===== src/rtl/minmax_avg_param.sv =====
// rtl/minmax_avg_param.sv - frame min/max tracker with midpoint (min+max)/2 result
// Collects DEPTH valid samples per frame, then reports min, max and their average for one cycle.
module minmax_avg_param #(
    parameter int DATA_W      = 8,
    parameter int DEPTH       = 8,
    parameter int SIGNED_MODE = 0,
    parameter int ROUND       = 0
) (
    input  logic              clock,
    input  logic              reset,
    input  logic              start,
    input  logic              abort,
    input  logic              data_valid,
    input  logic [DATA_W-1:0] data,
    output logic              busy,
    output logic              done,
    output logic [DATA_W-1:0] W,
    output logic [DATA_W-1:0] min_out,
    output logic [DATA_W-1:0] max_out
);

    localparam int CNT_W = $clog2(DEPTH + 1);

    typedef enum logic [1:0] {
        IDLE    = 2'd0,
        COLLECT = 2'd1,
        CALC    = 2'd2,
        DONE    = 2'd3
    } state_t;

    state_t            state;
    logic [CNT_W-1:0]  cnt;
    logic [DATA_W-1:0] run_min;
    logic [DATA_W-1:0] run_max;
    logic [DATA_W:0]   min_ext;
    logic [DATA_W:0]   max_ext;
    logic [DATA_W:0]   sum;
    logic [DATA_W-1:0] avg;
    logic              smaller;
    logic              larger;

    always_comb begin
        smaller = 1'b0;
        larger  = 1'b0;
        min_ext = {1'b0, run_min};
        max_ext = {1'b0, run_max};
        if (SIGNED_MODE != 0) begin
            smaller = $signed(data) < $signed(run_min);
            larger  = $signed(data) > $signed(run_max);
            min_ext = {run_min[DATA_W-1], run_min};
            max_ext = {run_max[DATA_W-1], run_max};
        end else begin
            smaller = data < run_min;
            larger  = data > run_max;
        end
        sum = min_ext + max_ext + (DATA_W+1)'(ROUND != 0 ? 1 : 0);
        // Dropping bit 0 of the widened sum is the shift; the kept bits match for signed and unsigned.
        avg = sum[DATA_W:1];
    end

    always_ff @(posedge clock or negedge reset) begin
        if (!reset) begin
            state   <= IDLE;
            cnt     <= '0;
            run_min <= '0;
            run_max <= '0;
            busy    <= 1'b0;
            done    <= 1'b0;
            W       <= '0;
            min_out <= '0;
            max_out <= '0;
        end else begin
            case (state)
                IDLE: begin
                    done <= 1'b0;
                    if (start) begin
                        state <= COLLECT;
                        cnt   <= '0;
                        busy  <= 1'b1;
                    end
                end
                COLLECT: begin
                    if (abort) begin
                        state <= IDLE;
                        cnt   <= '0;
                        busy  <= 1'b0;
                    end else if (data_valid) begin
                        cnt <= cnt + 1'b1;
                        if (cnt == '0) begin
                            run_min <= data;
                            run_max <= data;
                        end else begin
                            if (smaller) run_min <= data;
                            if (larger)  run_max <= data;
                        end
                        if (cnt == CNT_W'(DEPTH - 1)) begin
                            state <= CALC;
                        end
                    end
                end
                CALC: begin
                    if (abort) begin
                        state <= IDLE;
                        cnt   <= '0;
                        busy  <= 1'b0;
                    end else begin
                        W       <= avg;
                        min_out <= run_min;
                        max_out <= run_max;
                        state   <= DONE;
                        busy    <= 1'b0;
                        done    <= 1'b1;
                    end
                end
                DONE: begin
                    done <= 1'b0;
                    if (start) begin
                        state <= COLLECT;
                        cnt   <= '0;
                        busy  <= 1'b1;
                    end else begin
                        state <= IDLE;
                    end
                end
                default: begin
                    state <= IDLE;
                    busy  <= 1'b0;
                    done  <= 1'b0;
                end
            endcase
        end
    end

endmodule


===== config.mk =====
export PLATFORM = sky130hd
export DESIGN_NAME = minmax_avg_param
export DESIGN_NICKNAME = d
export VERILOG_FILES = /design/src/rtl/minmax_avg_param.sv
export SDC_FILE = /design/constraint.sdc
export NUM_CORES = 1
export LEC_CHECK = 0
export ABC_AREA = 1
export CAP_MARGIN = 20
export CORE_ASPECT_RATIO = 0.7
export CORE_UTILIZATION = 28
export DETAILED_ROUTE_END_ITERATION = 6
export PLACE_DENSITY = 0.44
export SLEW_MARGIN = 40
export SYNTH_ARGS = -nofsm -noshare
export SYNTH_HDL_FRONTEND = slang
export SYNTH_SLANG_ARGS = --single-unit

===== constraint.sdc =====
create_clock -name clock -period 5.1 [get_ports clock]
set_clock_uncertainty 0.15 [all_clocks]
set_input_delay 1.02 -clock clock [delete_from_list [all_inputs] [get_ports clock]]
set_output_delay 1.02 -clock clock [all_outputs]
set_load 0.005 [all_outputs]

## After elaboration in Yosys (flattened, before gate mapping)

Index checks and enable logic that the tools add are counted.

| storage, ports and cells | value |
|---|---|
| logic and storage cells | 59 |
| bits in registers | 48 |
| output and inout port bits | 26 |

| cells by class | value |
|---|---|
| mux-type cells | 21 |
| reduce and logical (&&, ||, !) cells | 13 |
| eq/ne operators | 11 |
| order comparisons | 2 |
| bitwise logic cells | 1 |
| $add $sub $neg | 2 |

Operator list:

| cell | number |
|---|---|
| $mux 8 | 4 |
| $mux 4 | 4 |
| $pmux 4 s3 | 1 |
| $mux 2 | 5 |
| $add 8x8->9 | 1 |
| $gt 8x8->1 | 1 |
| $lt 8x8->1 | 1 |
| $ne 2x2->1 const B | 4 |
| $pmux 2 s4 | 1 |
| $reduce_and 4->1 | 2 |
| $ne 3x3->1 const B | 2 |
| $reduce_and 2->1 | 3 |
| $reduce_and 3->1 | 2 |
| $reduce_bool 2->1 | 3 |
| $add 4x1->4 const B | 1 |
| $eq 2x2->1 const B | 2 |
| $eq 4x3->1 const B | 1 |
| $logic_not 4->1 | 1 |
| $mux 1 | 4 |
| $pmux 1 s3 | 1 |
| $eq 2x1->1 const B | 1 |
| $logic_not 2->1 | 1 |
| $ne 2x1->1 const B | 1 |
| $pmux 1 s2 | 1 |
| 2 further kinds | 2 |

## Logic depth before layout (Yosys ltp)

Gate-level depths: netlist of the first run.

| depth | value |
|---|---|
| depth after elaboration | 5 |
| mapped depth | 14 |

## Worst setup path after synthesis of the first run

Ideal clock, no wire load.

| timing | value |
|---|---|
| kind | input port to flip-flop |
| start | input port data[7] |
| end | register run_max[1] |
| setup slack | 2871 ps |
| arrival | 1963 ps |
| stages | 10 |
| cell sequence | ha_1 > nand2_1 > nor2_1 > nand2_1 > nand2_1 > nand2_1 > nand2_2 > nand2_2 > nand2_1 > nand2_1 |

| on the way | value |
|---|---|
| cells in the longest elaborated chain, start to end | 3 |

Ends and longest elaborated chain:

| item | line | RTL |
|---|---|---|
| from (decl) | 14 | `input logic [DATA_W-1:0] data,` |
| $gt 8x8->1 | 54 | `larger = data > run_max;` |
| $reduce_bool 2->1 (no source line) | - |  |
| $reduce_and 4->1 (no source line) | - |  |
| to (signal assigned) | 91 | `run_max <= data;` |
| to (signal assigned) | 94 | `if (larger) run_max <= data;` |
| to (decl) | 34 | `logic [DATA_W-1:0] run_max;` |

No other way between the ends.
A chain may end at the register's enable or synchronous reset.

## Worst setup path in the final report of the first run

| timing | value |
|---|---|
| start | input port data[7] |
| end | register run_max[3] |

Same word-level chain as after synthesis.

==> impl_results.md, run 1 <==
- Status: complete, no violations
- Inserted Clock Buffers: 5
- Antenna Diode Count: 0
- Setup_tns: 0 ns
- Mapped Cells: approximately 330
- Min Tclk post-route: 2.83 ns
- Reg power frac: around a third
- Post-synth cell types: 33
- I/O pins: 39
- CTS tree: done
- Yosys reg bits: 48
- Mapped Area: between 2000 and 3000 um2
- Worst Path Max Fanout: 9
- Clock Pin Slew Worst Setup and Hold Paths: 0.06 ns
- Leakage: approximately 1.7 nW
- Floorplan core area: a little over 9000 um2
- Post-CTS Setup Bufs: 0
- Hold path startpoint: max_out[0]
- Max Fclk: 0.354 GHz
- 1st-pass router iterations: 4
- Critical path class: input port to flop
- Hold/Removal Path Class: flop to flop
- Switching Power: ~0.8 mW
- I/O Buffers: 38
- Detailed-route DRC error count: 0
- Commonest non-fill, non-tap cells in the layout: 109 x nand2_1, 48 x dfrtp_1, 37 x clkdlybuf4s50_1
- Slew Viols, Final: 0
- First-pass GRT wire length: approximately 11000 um
- Req. time, crit path: slightly above 5 ns
- Max-cap violations: 0
- Post-Syn Nets: around 370
- Root Buffer: clkbuf_16
- Largest net degree at the start of global routing: 49
- Final hold vios: 0
- Power per cell area: about 590 nW/um2
- Reg2Reg Setup Slack: 2.95 ns
- Fin crit share: between 50% and 60%
- Worst Max-Slew Pin Slew: ~0.64 ns
- Post-Route WL: between 6000 and 7000 um
- Post-route ant nets: 0
- R2r worst-path depth: 8
- DIE AREA: 10300 um2
- Part of the Yosys area used for sequential elements: 43.4%
- Routability Congestion: approximately 0.75
- Grt total ovfl: 0
- DR vias: ~2200
- Yosys warns: 0
- Critical path launch point type: input port
- Initial core utilization: 29.7%
- Number of DRC markers in iteration 0: 99
- Final setup vio count: 0
- DR vias/cell: ~4.4
- CTS H-tree lvls: 2
- Clk buf depth: 2
- PostCTS Resize Cnt: 0
- EDFF count, synth: 0
- Clock Power Share: a little under a fifth
- Hold-fix buffers, CTS: 0
- # clock sinks: 48
- DP Worst Slack: around 2 ns
- Worst setup EP type: flop
- Synth top area share: between 40% and 50%
- Syn Area/Cell: ~8.4 um2
- Int Power: around 1.2 mW
- Vias in the first global route: 2057
- Hold Crit Endpoint: max_out[0]
- Area Growth Syn to Fin: 24.3%
- RR Endpoint: W[1]
- Row count: 29
- Logic gate share of total power: 48.7%
- Die Wd: around 120 um
- Rel. slew slack: 57.4%
- Worst reg2reg path startpoint: state[0]
- Switch share: 39.7%
- Dpl hpwl: 4910 um
- Max VDD drop: about 230 uV
- Synth area leader: dfrtp_1
- Initial antenna violation count: 0
- Avg WL per Cell: 13.1 um
- Arrival @ worst endpoint: about 2.9 ns
- Nets@finish: 412
- Asr flop ratio synth: 100%
- Clock Latency Late Sink: 0.29 ns
- Top_reg_cell synth: dfrtp_1
- Synth area leaders: dfrtp_1 43%, nand2_1 15%, ha_1 13%
- WHS Path Cells: 2
- Most common cell after layout, fill and taps aside: nand2_1
- Share of layout cells above drive strength 1: 7.03%
- RSZ-0062 raised after global routing: false
- Chip height: ~85 um
- Total GRT Usage: about 14%
- Setup ws final: ~2.3 ns
logic make-up after synthesis:
logic type / synth area share, %
compound gates: 9.01
xor+xnor: 1.27
fa+ha+maj: 13.8
buf+inv: 6.38
flops: 43.4
simple gates: 26.1
flip-flops by register name (all words and copies together) (netlist names):
| signal | flops |
|---|---|
| W | 8 |
| max_out | 8 |
| min_out | 8 |
| run_max | 8 |
| run_min | 8 |
| cnt | 4 |
| state | 2 |
| busy | 1 |
| done | 1 |
metal layers:
| metal | wire, um | global-route usage (%) |
|---|---|---|
| met5 | 0 | 0 |
| met4 | 57 | 3.37 |
| met2 | 2270 | 17.3 |
| met3 | 204 | 3.36 |
| met1 | 3910 | 22.5 |
cell usage after synthesis (2+ instances only):
cell       n
a21oi_1   12
ha_1      29
buf_2      4
inv_2      3
nand4_1    2
nor2_8     2
o21ai_0   24
xor2_1     2
nor2_1     9
nand2_2    3
nand3_1   23
nand2_4    5
xnor2_1    2
nand2_1  109
inv_1     34
nor3_1     2
dfrtp_1   48
power by group through the flow:
stage | Sequential, mW | Combinational [mW] | Clock (mW)
6_report | 0.666 | 0.984 | 0.369
5_1_grt | 0.689 | 1.14 | 0.400
4_1_cts | 0.670 | 0.997 | 0.385
3_5_place_dp | 0.675 | 0.992 | 0
3_3_place_gp | 0.677 | 0.989 | 0
2_1_floorplan | 0.650 | 0.624 | 0
worst max-delay path, cell delays in order:
cell and delay, ns:
clkdlybuf4s50_1 0.50, ha_1 0.35, nand2_1 0.08, nor2_1 0.18
nand2_1 0.08, nand2_1 0.05, nand2_1 0.06, nand2_2 0.19
nand2_2 0.19, nand2_1 0.10, nand2_1 0.06
how the worst max path moves through the flow:
| stage | startpoint | endpoint |
|---|---|---|
| CTS | data[7] | run_max[3] |
| global placement | data[7] | run_max[1] |
| finish | data[7] | run_max[3] |
| global route | data[7] | run_max[3] |
| detailed placement | data[7] | run_max[4] |
| floorplan | data[7] | run_max[1] |
through the flow:
stage	util, %	cell area, um2	hold slack, ns	total power [mW]	instances
after floorplan	-	2770	0.315	1.27	329
after global placement	35.1	3270	0.320	1.67	486
after detailed placement	35.1	3270	0.311	1.67	486
after CTS	36.8	3440	0.329	2.05	494
after global routing	36.8	3440	0.344	2.23	494
final	36.8	3440	0.326	2.02	494
area by class of cell:
| cell class | instances | area (um2) |
|---|---|---|
| fillers | 973 | 5890 |
| well taps | 124 | 155 |
| multi-input cells | 237 | 1390 |
| clock buffers | 6 | 129 |
| inverters | 38 | 145 |
| repair buffers | 39 | 383 |
| clock inverters | 2 | 35.0 |
| flip-flops and latches | 48 | 1200 |
Note: power is estimated with default switching activity, not from simulation.
==> inputs of run 2 (changes only) <==
Settings changed: PLACE_DENSITY 0.44 to 0.45.
Clock period 5.1 ns to 2.3 ns, I/O delays scaled along.
==> run 2 against run 1 <==
Net effect:
- sequential share of layout area is 1.5 points lower
- non-clock buffer count is 18 higher
- register-to-register slack worse by 2.5 ns
- combinational power is 130% higher
- cell count is 3.6% higher
- clock power is 110% higher
- critical endpoint is now run_max[1]
==> impl_results.md, run 2 (synthesis gave the netlist of run 1 again) <==
- # placed instances: 504 (+3.7%)
- Share of layout cells above drive strength 1: 11.9% (+4.8 points)
- Most common cell after layout, fill and taps aside: nand2_1
- Area Growth Syn to Fin: 29.8%
- 1st-pass router iterations: 4 (unchanged)
- Post-layout util: 38.5% (+1.6 points)
- Final hold vios: 0 (unchanged)
- Reg2Reg Setup Slack: 0.44 ns (-2.51 ns)
- Root Buffer: clkbuf_16
- Critical path launch point type: input port
- Final Non-Filler Cells: 512 (+3.6%)
- Number of DRC markers in iteration 0: 99 (unchanged)
- Req. time, crit path: 2.33 ns (-2.79 ns)
- Floorplan core area: 9330 um2 (unchanged)
- Clock Pin Slew Worst Setup and Hold Paths: 0.07 ns (about the same)
- DIE AREA: 10300 um2 (unchanged)
- CTS H-tree lvls: 2 (unchanged)
- Status: complete, no violations
- Nets@finish: 430 (+4.4%)
- RSZ-0062 raised after global routing: false
- Inserted Clock Buffers: 5 (unchanged)
- Antenna Diode Count: 0 (unchanged)
- I/O pins: 39 (unchanged)
- Post-route ant nets: 0 (unchanged)
- Rel. slew slack: 57.5% (+0.11 points)
- R2r worst-path depth: 11 (+3)
- Final setup vio count: 0 (unchanged)
- Post-Route WL: 6720 um (+4.2%)
- Grt total ovfl: 0 (unchanged)
- DR vias/cell: 4.43 (+0.93%)
- CTS tree: done
- DR vias: 2268 (+4.6%)
- Worst Path Max Fanout: 8 (-1)
- Row count: 29 (unchanged)
- # clock sinks: 48 (unchanged)
- DP Worst Slack: -0.145 ns (-2.15 ns)
- Clock Latency Late Sink: 0.29 ns (about the same)
- Max VDD drop: 405 uV (+79%)
- Critical path class: input port to flop
- Post-CTS Setup Bufs: 0 (unchanged)
- Hold-fix buffers, CTS: 0 (unchanged)
- Routability Congestion: 0.745 (-0.97%)
- Max-cap violations: 0 (unchanged)
- Worst setup EP type: flop
- Worst reg2reg path startpoint: run_max[6]
- Fin crit share: 89.9%
- Max Fclk: approximately 0.48 GHz
- Initial core utilization: 29.7% (unchanged)
- RR Endpoint: run_max[1]
- Chip height: 85.1 um (unchanged)
- Die Wd: 121 um (unchanged)
- Setup ws final: 0.233 ns (-2.04 ns)
- Clk buf depth: 2 (unchanged)
- Initial antenna violation count: 0 (unchanged)
- Vias in the first global route: 2336 (+14%)
- Hold/Removal Path Class: input port to asynchronous set/reset pin
- Min Tclk post-route: ~2.1 ns
- Largest net degree at the start of global routing: 49 (unchanged)
- Detailed-route DRC error count: 0 (unchanged)
- Total GRT Usage: 14.8% (+1.0 points)
- Slew Viols, Final: 0 (unchanged)
- Commonest non-fill, non-tap cells in the layout: 109 x nand2_1, 48 x dfrtp_1, 37 x clkdlybuf4s50_1
- Arrival @ worst endpoint: 2.10 ns (-0.75 ns)
- First-pass GRT wire length: 11700 um (+8.2%)
- Worst Max-Slew Pin Slew: 0.637 ns (-0.00167 ns)
- I/O Buffers: 38 (unchanged)
- Power per cell area: 1260 nW/um2 (+120%)
- Leakage: 1.83 nW (+4.9%)
- Avg WL per Cell: 13.1 um (+0.53%)
- Dpl hpwl: 5170 um (+5.3%)
-- run 2: cell types whose count changed in the layout (fill, tap and decap cells not counted), sizes merged --
| cell | before | now |
|---|---|---|
| clkinvlp | 0 | 2 |
| buf | 2 | 20 |
| bufinv | 1 | 0 |
| clkinv | 1 | 0 |
-- run 2: layout make-up --
type,instances,area (um2)
Fill cell,965,5740
Multi-Input combinational cell,237,1390
Sequential cell,48,1200
Timing Repair Buffer,57,543
Tap cell,124,155
Inverter,38,145
Clock buffer,6,139
Clock inverter,2,15.0
-- run 2: metrics by stage --
stage | hold slack, ns | total power [mW] | instance area, um2 | TNS, ns
global placement | 0.307 | 3.78 | 3430 | -1.24
detailed placement | 0.313 | 3.80 | 3430 | -1.28
floorplan | 0.0144 | 2.83 | 2770 | 0
finish | 0.111 | 4.54 | 3590 | 0
CTS | 0.159 | 4.61 | 3590 | 0
global route | 0.195 | 5.01 | 3590 | 0
-- run 2: worst max path at each step --
stage	startpoint	to	cells past startpoint
finish	data[6]	run_max[1]	11
floorplan	data[7]	run_max[1]	10
detailed placement	data[7]	run_max[6]	10
global placement	data[7]	run_max[1]	10
global route	data[6]	run_max[5]	11
CTS	data[7]	run_max[1]	11
-- run 2: layer usage --
metal | track usage, % | vias to the layer above | wire length [um]
met5 | 0 | - | 0
met4 | 4.04 | 0 | 73
met3 | 3.49 | 8 | 255
met2 | 20.3 | 41 | 2570
met1 | 22.7 | 1042 | 3820
li1 | - | 1177 | -
-- run 2: repair_timing --
action	4_1_cts	5_1_grt
endpoints found under the setup margin	0	7
hold endpoints to repair	0	0
resized for setup	0	1
-- run 2: critical path: stages --
cell	delay [ns]
clkdlybuf4s50_1	0.49
ha_1	0.31
nand2_1	0.08
a21oi_1	0.16
nor2_1	0.08
nand2_1	0.06
nand2_1	0.05
nand2_2	0.10
nand2_2	0.15
nand2_1	0.09
nand2_1	0.06
-- run 2: where the power goes --
group | internal [mW] | leakage [nW] | switching [mW] | total, mW
sequential | 1.20 | 0.613 | 0.266 | 1.47
combinational | 1.09 | 1.15 | 1.21 | 2.30
clock | 0.433 | 0.0691 | 0.336 | 0.769
total | 2.72 | 1.83 | 1.81 | 4.54
==> inputs of run 3 (changes only) <==
Settings changed: GPL_TIMING_DRIVEN set to 1.
==> results of run 3 <==
Same layout as run 2: the final DEF is identical, and so are final timing and power.
